File: src/rtl/reg_scoreboard_if.sv
// Issue/retire bus and status outputs of the register scoreboard.
// The master drives issue and retire requests. The slave reports the stall and the pending-write state.
interface reg_scoreboard_if #(
    parameter int NUM_REGS = 8,
    parameter int IDX_W    = 3
);
    logic                issue_valid;
    logic [IDX_W-1:0]    issue_rd;
    logic [IDX_W-1:0]    issue_rs1;
    logic [IDX_W-1:0]    issue_rs2;
    logic                retire_valid;
    logic [IDX_W-1:0]    retire_rd;
    logic                stall;
    logic [NUM_REGS-1:0] rd_onehot;
    logic                rd_valid;
    logic [NUM_REGS-1:0] busy;
    logic [IDX_W:0]      busy_count;
    logic                err;

    modport master (
        output issue_valid, issue_rd, issue_rs1, issue_rs2, retire_valid, retire_rd,
        input  stall, rd_onehot, rd_valid, busy, busy_count, err
    );

    modport slave (
        input  issue_valid, issue_rd, issue_rs1, issue_rs2, retire_valid, retire_rd,
        output stall, rd_onehot, rd_valid, busy, busy_count, err
    );
endinterface

File: src/rtl/reg_scoreboard.sv
// Register scoreboard that tracks pending writes per architectural register.
// It stalls dependent issues and flags protocol errors with a sticky err bit.
module reg_scoreboard #(
    parameter int NUM_REGS  = 8,
    parameter int IDX_W     = 3,
    parameter int MSB_FIRST = 1,
    parameter int ZERO_REG  = 0
) (
    input logic             clk,
    input logic             rst_n,
    reg_scoreboard_if.slave sb
);

    localparam int R0_BIT = (MSB_FIRST != 0) ? NUM_REGS - 1 : 0;
    localparam logic [NUM_REGS-1:0] R0_ONEHOT = NUM_REGS'(1) << R0_BIT;
    // Bits that take part in hazard tracking; reg 0 drops out when hardwired.
    localparam logic [NUM_REGS-1:0] TRACK_MASK = (ZERO_REG != 0) ? ~R0_ONEHOT : '1;

    function automatic logic [NUM_REGS-1:0] decode(input logic [IDX_W-1:0] idx);
        logic [NUM_REGS-1:0] v;
        v = '0;
        for (int i = 0; i < NUM_REGS; i++) begin
            if (int'(idx) == i) v[(MSB_FIRST != 0) ? NUM_REGS - 1 - i : i] = 1'b1;
        end
        return v;
    endfunction

    function automatic logic in_range(input logic [IDX_W-1:0] idx);
        return int'(idx) < NUM_REGS;
    endfunction

    function automatic logic [IDX_W:0] popcount(input logic [NUM_REGS-1:0] v);
        logic [IDX_W:0] c;
        c = '0;
        for (int i = 0; i < NUM_REGS; i++) c = c + (IDX_W+1)'(v[i]);
        return c;
    endfunction

    logic [NUM_REGS-1:0] busy_q, busy_d;
    logic [IDX_W:0]      busy_count_q, busy_count_d;
    logic [NUM_REGS-1:0] rd_onehot_q, rd_onehot_d;
    logic                rd_valid_q, rd_valid_d;
    logic                err_q, err_d;

    logic [NUM_REGS-1:0] rd_dec;
    logic [NUM_REGS-1:0] rd_trk, rs1_trk, rs2_trk, ret_trk;
    logic [NUM_REGS-1:0] set_vec, clr_vec;
    logic                hazard, accept;
    logic                range_err, retire_err;

    always_comb begin
        rd_dec  = decode(sb.issue_rd);
        rd_trk  = rd_dec & TRACK_MASK;
        rs1_trk = decode(sb.issue_rs1) & TRACK_MASK;
        rs2_trk = decode(sb.issue_rs2) & TRACK_MASK;
        ret_trk = decode(sb.retire_rd) & TRACK_MASK;

        // The hazard uses only the registered busy, so a same-cycle retire does not unblock the issue.
        hazard = |((rd_trk | rs1_trk | rs2_trk) & busy_q);
        accept = sb.issue_valid & ~hazard;

        set_vec = accept          ? rd_trk  : '0;
        clr_vec = sb.retire_valid ? ret_trk : '0;
        // The set is applied after the clear, so it wins when both hit the same register.
        busy_d       = (busy_q & ~clr_vec) | set_vec;
        busy_count_d = popcount(busy_d);

        rd_onehot_d = accept ? rd_dec : rd_onehot_q;
        rd_valid_d  = accept;

        range_err = (sb.issue_valid &
                     (~in_range(sb.issue_rd) | ~in_range(sb.issue_rs1) | ~in_range(sb.issue_rs2))) |
                    (sb.retire_valid & ~in_range(sb.retire_rd));
        // ret_trk is empty for the hardwired reg 0 and for out-of-range indices.
        // Those cases are excluded here. An out-of-range index is still caught by range_err.
        retire_err = sb.retire_valid & (|ret_trk) & ~(|(ret_trk & busy_q));

        err_d = err_q | range_err | retire_err;
    end

    always_ff @(posedge clk or negedge rst_n) begin
        if (!rst_n) begin
            busy_q       <= '0;
            busy_count_q <= '0;
            rd_onehot_q  <= '0;
            rd_valid_q   <= 1'b0;
            err_q        <= 1'b0;
        end else begin
            busy_q       <= busy_d;
            busy_count_q <= busy_count_d;
            rd_onehot_q  <= rd_onehot_d;
            rd_valid_q   <= rd_valid_d;
            err_q        <= err_d;
        end
    end

    assign sb.stall      = sb.issue_valid & hazard;
    assign sb.busy       = busy_q;
    assign sb.busy_count = busy_count_q;
    assign sb.rd_onehot  = rd_onehot_q;
    assign sb.rd_valid   = rd_valid_q;
    assign sb.err        = err_q;

endmodule

File: src/flat_wrapper.sv
// flat-port wrapper written by rule: the top's interface ports become plain ports
module reg_scoreboard_flat 
#(
    parameter int NUM_REGS  = 8,
    parameter int IDX_W     = 3,
    parameter int MSB_FIRST = 1,
    parameter int ZERO_REG  = 0
)
  (clk, rst_n, sb_issue_valid, sb_issue_rd, sb_issue_rs1, sb_issue_rs2, sb_retire_valid, sb_retire_rd, sb_stall, sb_rd_onehot, sb_rd_valid, sb_busy, sb_busy_count, sb_err);
  reg_scoreboard_if #(.NUM_REGS(NUM_REGS), .IDX_W(IDX_W)) sb_i ();
  input logic clk;
  input logic rst_n;
  input wire logic [$bits(sb_i.issue_valid)-1:0] sb_issue_valid;
  input wire logic [$bits(sb_i.issue_rd)-1:0] sb_issue_rd;
  input wire logic [$bits(sb_i.issue_rs1)-1:0] sb_issue_rs1;
  input wire logic [$bits(sb_i.issue_rs2)-1:0] sb_issue_rs2;
  input wire logic [$bits(sb_i.retire_valid)-1:0] sb_retire_valid;
  input wire logic [$bits(sb_i.retire_rd)-1:0] sb_retire_rd;
  output wire logic [$bits(sb_i.stall)-1:0] sb_stall;
  output wire logic [$bits(sb_i.rd_onehot)-1:0] sb_rd_onehot;
  output wire logic [$bits(sb_i.rd_valid)-1:0] sb_rd_valid;
  output wire logic [$bits(sb_i.busy)-1:0] sb_busy;
  output wire logic [$bits(sb_i.busy_count)-1:0] sb_busy_count;
  output wire logic [$bits(sb_i.err)-1:0] sb_err;
  assign sb_i.issue_valid = sb_issue_valid;
  assign sb_i.issue_rd = sb_issue_rd;
  assign sb_i.issue_rs1 = sb_issue_rs1;
  assign sb_i.issue_rs2 = sb_issue_rs2;
  assign sb_i.retire_valid = sb_retire_valid;
  assign sb_i.retire_rd = sb_retire_rd;
  assign sb_stall = sb_i.stall;
  assign sb_rd_onehot = sb_i.rd_onehot;
  assign sb_rd_valid = sb_i.rd_valid;
  assign sb_busy = sb_i.busy;
  assign sb_busy_count = sb_i.busy_count;
  assign sb_err = sb_i.err;
  reg_scoreboard #(.NUM_REGS(NUM_REGS), .IDX_W(IDX_W), .MSB_FIRST(MSB_FIRST), .ZERO_REG(ZERO_REG)) u_core (.clk(clk), .rst_n(rst_n), .sb(sb_i));
endmodule
File: config.mk
export PLATFORM = sky130hd
export DESIGN_NAME = reg_scoreboard_flat
export DESIGN_NICKNAME = d
export VERILOG_FILES = /design/src/rtl/reg_scoreboard_if.sv /design/src/rtl/reg_scoreboard.sv /design/src/flat_wrapper.sv
export SDC_FILE = /design/constraint.sdc
export NUM_CORES = 1
export LEC_CHECK = 0
export CORE_MARGIN = 2
export CORE_UTILIZATION = 30
export CTS_BUF_LIST = sky130_fd_sc_hd__clkbuf_8
export DETAILED_ROUTE_END_ITERATION = 10
export PLACE_DENSITY = 0.62
export SYNTH_ARGS = -nofsm -noshare
export SYNTH_HDL_FRONTEND = slang
export SYNTH_SLANG_ARGS = --single-unit
File: constraint.sdc
create_clock -name clk -period 3.7 [get_ports clk]
set_clock_uncertainty 0.1 [all_clocks]
set_input_delay 0.37 -clock clk [delete_from_list [all_inputs] [get_ports clk]]
set_output_delay 0.37 -clock clk [all_outputs]
set_load 0.005 [all_outputs]
==> qor.txt <==
PLACED DESIGN
---------------------------------------------------------------------------------
Global placement routability congestion                                    0.8552
Buffers added on ports                                                         38
HPWL after detailed placement                                            3.083 mm
Area after detailed placement                                        0.002085 mm^2
Post-Place Setup Slack                                                  -723.3 ps

TIMING
---------------------------------------------------------------------------------
Number of hold-slack violations in the final timing report                      0
Max frequency                                                          0.2557 GHz
Final setup viols                                                               3
Minimum clock period                                                      3911 ps
Final period util                                                          105.7%
Number of slew-limit violations in the final report                             0
Hold WS                                                                  368.0 ps
Setup WS post-layout                                                    -210.9 ps
Setup repair after global routing missed its margin                           yes
Worst relative slew slack                                                  36.78%
Worst-Margin Slew                                                        945.3 ps

FLOORPLAN
---------------------------------------------------------------------------------
Number of placement rows                                                       24
Placeable Area                                                       0.004414 mm^2
I/O pin total                                                                  39
DIE AREA                                                             0.005238 mm^2
Starting density of the core                                               31.77%
Die height                                                               72.38 um
X dimension of the die                                                   72.38 um

CRITICAL PATH
---------------------------------------------------------------------------------
Critical path class                                                    reg -> reg
Data arrival, critical path                                               4010 ps
Sort of element at the start of the critical path                        register
Critical Path Fanout Max                                                        5
Data required time at the worst endpoint                                  3800 ps
Critical Path Sink Type                                                  register
R2r setup slk                                                             -210 ps

STATUS
---------------------------------------------------------------------------------
Failing checks                                                       setup timing
Outcome                                                              finished with violations

DETAILED ROUTING
---------------------------------------------------------------------------------
Detailed-route via count                                                     1335
Via-to-Cell Ratio                                                           5.135
DRC violation count after routing                                               0
Average wire length per cell after detail routing                        14.99 um
Final Routed Wirelength                                                  3.897 mm
Iteration count of the initial detailed-routing pass                            4
Detailed Route Iter0 Violations                                                67
Detail Route Antenna Nets                                                       0

LOGIC SYNTHESIS
---------------------------------------------------------------------------------
Cell count after synthesis                                                    138
Area of the mapped netlist                                           0.001403 mm^2
Portion of synthesized cell area occupied by the leading cell type         39.25%
Top cells by area, synth                                             sky130_fd_sc_hd__dfrtp_1, sky130_fd_sc_hd__mux2i_1, sky130_fd_sc_hd__fa_1, sky130_fd_sc_hd__o21ai_0, sky130_fd_sc_hd__inv_1
Count of unique library cells instantiated by Yosys                            37
Number of nets produced by synthesis                                          161
Dominant register cell in the synthesized netlist                    sky130_fd_sc_hd__dfrtp_1
Mean area per synthesized cell                                         10.16 um^2
Cell type contributing the most total cell area after synthesis      sky130_fd_sc_hd__dfrtp_1
Async S/R FF share, synth                                                  100.0%
Portion of the post-synthesis area used by sequential elements             39.25%
Post-synthesis register bit count                                              22
EDFF count, synth                                                               0
Syn. warnings                                                                   0

CTS
---------------------------------------------------------------------------------
TritonCTS clock tree                                                        built
Clock sink count                                                               22
H-tree depth reported by CTS                                                    1
Bufs on Longest Clock Path                                                      2
Num CTS Buffers                                                                 3
Root cell of the clock tree                                          sky130_fd_sc_hd__clkbuf_8
Clock latency at the later pin of the worst-skew pair                      260 ps
Clk pin slew, worst setup/hold paths                                        80 ps

GLOBAL ROUTE
---------------------------------------------------------------------------------
Wire length of the first global-routing pass                             6.672 mm
GR Util All Layers                                                         15.94%
Via count of the first global-routing pass                                   1404
Residual overflow from global routing                                           0
Pin count of the biggest net entering global routing                           23
Antenna violations before repair                                                0

RUN
---------------------------------------------------------------------------------
Max cap viols                                                                   0

FINAL LAYOUT
---------------------------------------------------------------------------------
Growth of design area from synthesis to finish                             54.59%
Proportion of layout cells with a drive suffix above 1                     26.44%
# nets final                                                                  232
Post-route cell area                                                 0.002168 mm^2
Number of diodes added for antenna fixing                                       0
Core occupancy in the finished layout                                      49.12%

PWR
---------------------------------------------------------------------------------
Leak                                                                     1.003 nW
Maximum VDD drop                                                      0.0002768 V
Power per standard cell area                                         795.7 mW/mm^2

HOLD PATH
---------------------------------------------------------------------------------
Worst hold-check path type                                             reg -> reg

layer usage:
| metal | global-route usage (%) | part of all wire [%] |
|---|---|---|
| met5 | 0 | 0 |
| met3 | 1.667 | 4.4 |
| met4 | 4.733 | 1.0 |
| met1 | 20.46 | 44 |
| met2 | 28.34 | 51 |
sequential cells by signal, summed over array words and instances (netlist names):
register,cells
u_core.sb.rd_valid,1
u_core.sb.err,1
u_core.sb.rd_onehot,8
u_core.sb.busy_count,4
u_core.sb.busy,8
Yosys cell counts, drive strengths merged, types with 2 or more instances:
| cell type | instances |
|---|---|
| buf | 3 |
| clkbuf | 6 |
| dfrtp | 22 |
| fa | 4 |
| ha | 3 |
| inv | 13 |
| mux2 | 4 |
| mux2i | 16 |
| nand2 | 6 |
| nand2b | 7 |
| nand3 | 4 |
| nand3b | 3 |
| nand4b | 2 |
| nor2 | 4 |
| nor3 | 2 |
| o21a | 3 |
| o21ai | 13 |
| o31ai | 6 |
| o32ai | 2 |
per-stage QoR:
stage	total power, mW	cells	TNS, ps
after floorplan	0.9895	138	-188.0
after global placement	1.463	253	-2019
after detailed placement	1.491	253	-2214
after CTS	1.680	257	-342.7
after global routing	1.905	260	-933.3
final	1.725	260	-371.6
cell usage in the layout, fill, tap and decap left out, drive strengths merged, types with 2 or more instances in the layout:
cell type,Yosys,layout
clkbuf,6,4
o21a,3,3
nand4b,2,2
dfrtp,22,22
nand2,6,6
inv,13,13
nand2b,7,7
buf,3,37
ha,3,3
o31ai,6,6
nor3,2,2
nand3,4,4
o21ai,13,13
fa,4,4
clkdlybuf4s50,0,29
nand3b,3,3
mux2,4,4
dlygate4sd2,0,9
mux2i,16,16
nor2,4,4
o32ai,2,2
cells by family (layout without fill, tap and decap cells):
| kind of cell | Yosys count | in the layout | share of synthesized area, % |
|---|---|---|---|
| simple gates | 33 | 33 | 13.38 |
| compound gates | 33 | 33 | 16.41 |
| xor+xnor | 1 | 1 | 0.6246 |
| buf+inv | 22 | 92 | 6.512 |
| fa+ha+maj | 7 | 7 | 8.386 |
| mux | 20 | 20 | 15.43 |
| flops | 22 | 22 | 39.25 |
timing repair:
item | in CTS | in global routing
setup endpoints to repair | 4 | 4
hold buffers | 0 | 0
pin swaps | 1 | 1
setup buffers | 0 | 3
gates resized for setup | 13 | 1
power by group:
part	internal (mW)	total, mW	leakage [nW]	switching [mW]
Sequential	0.355	0.443	0.281	0.0881
Combinational	0.629	1.11	0.693	0.484
Clock	0.0947	0.169	0.0288	0.0746
Total	1.08	1.73	1.00	0.647
layout make-up:
class                      instances  area [um^2]
sequential                        22        550.5
clock buffer                       4        55.05
tap                               52        65.06
multi-input combinational         94        798.3
fill                             412         2246
timing repair buffer              75        650.6
inverter                          13        48.80
worst paths after layout:
path	start	to	cells after the start
worst min-delay path	u_core.sb.err$_DFF_PN0_	u_core.sb.err$_DFF_PN0_	1
worst min register to register	u_core.sb.err$_DFF_PN0_	u_core.sb.err$_DFF_PN0_	1
min in group asynchronous	rst_n	u_core.sb.rd_onehot[5]$_DFFE_PN0N_	1
max in group asynchronous	rst_n	u_core.sb.busy[7]$_DFF_PN0_	1
worst max-delay path	u_core.sb.busy[6]$_DFF_PN0_	u_core.sb.busy_count[1]$_DFF_PN0_	15
worst max register to register	u_core.sb.busy[6]$_DFF_PN0_	u_core.sb.busy_count[1]$_DFF_PN0_	15
worst max-delay path, cell delays in order, from the launching register on:
cell and delay (ps):
sky130_fd_sc_hd__dfrtp_1 430, sky130_fd_sc_hd__mux2i_1 210, sky130_fd_sc_hd__o311ai_2 110, sky130_fd_sc_hd__a2111oi_2 330, sky130_fd_sc_hd__nand3_1 150, sky130_fd_sc_hd__buf_6 160
sky130_fd_sc_hd__o31ai_4 180, sky130_fd_sc_hd__ha_1 270, sky130_fd_sc_hd__inv_1 70, sky130_fd_sc_hd__fa_1 420, sky130_fd_sc_hd__fa_1 510, sky130_fd_sc_hd__inv_2 40
sky130_fd_sc_hd__fa_2 360, sky130_fd_sc_hd__inv_2 60, sky130_fd_sc_hd__fa_1 390, sky130_fd_sc_hd__inv_1 60
No activity file was read; power rests on OpenSTA's default activity.
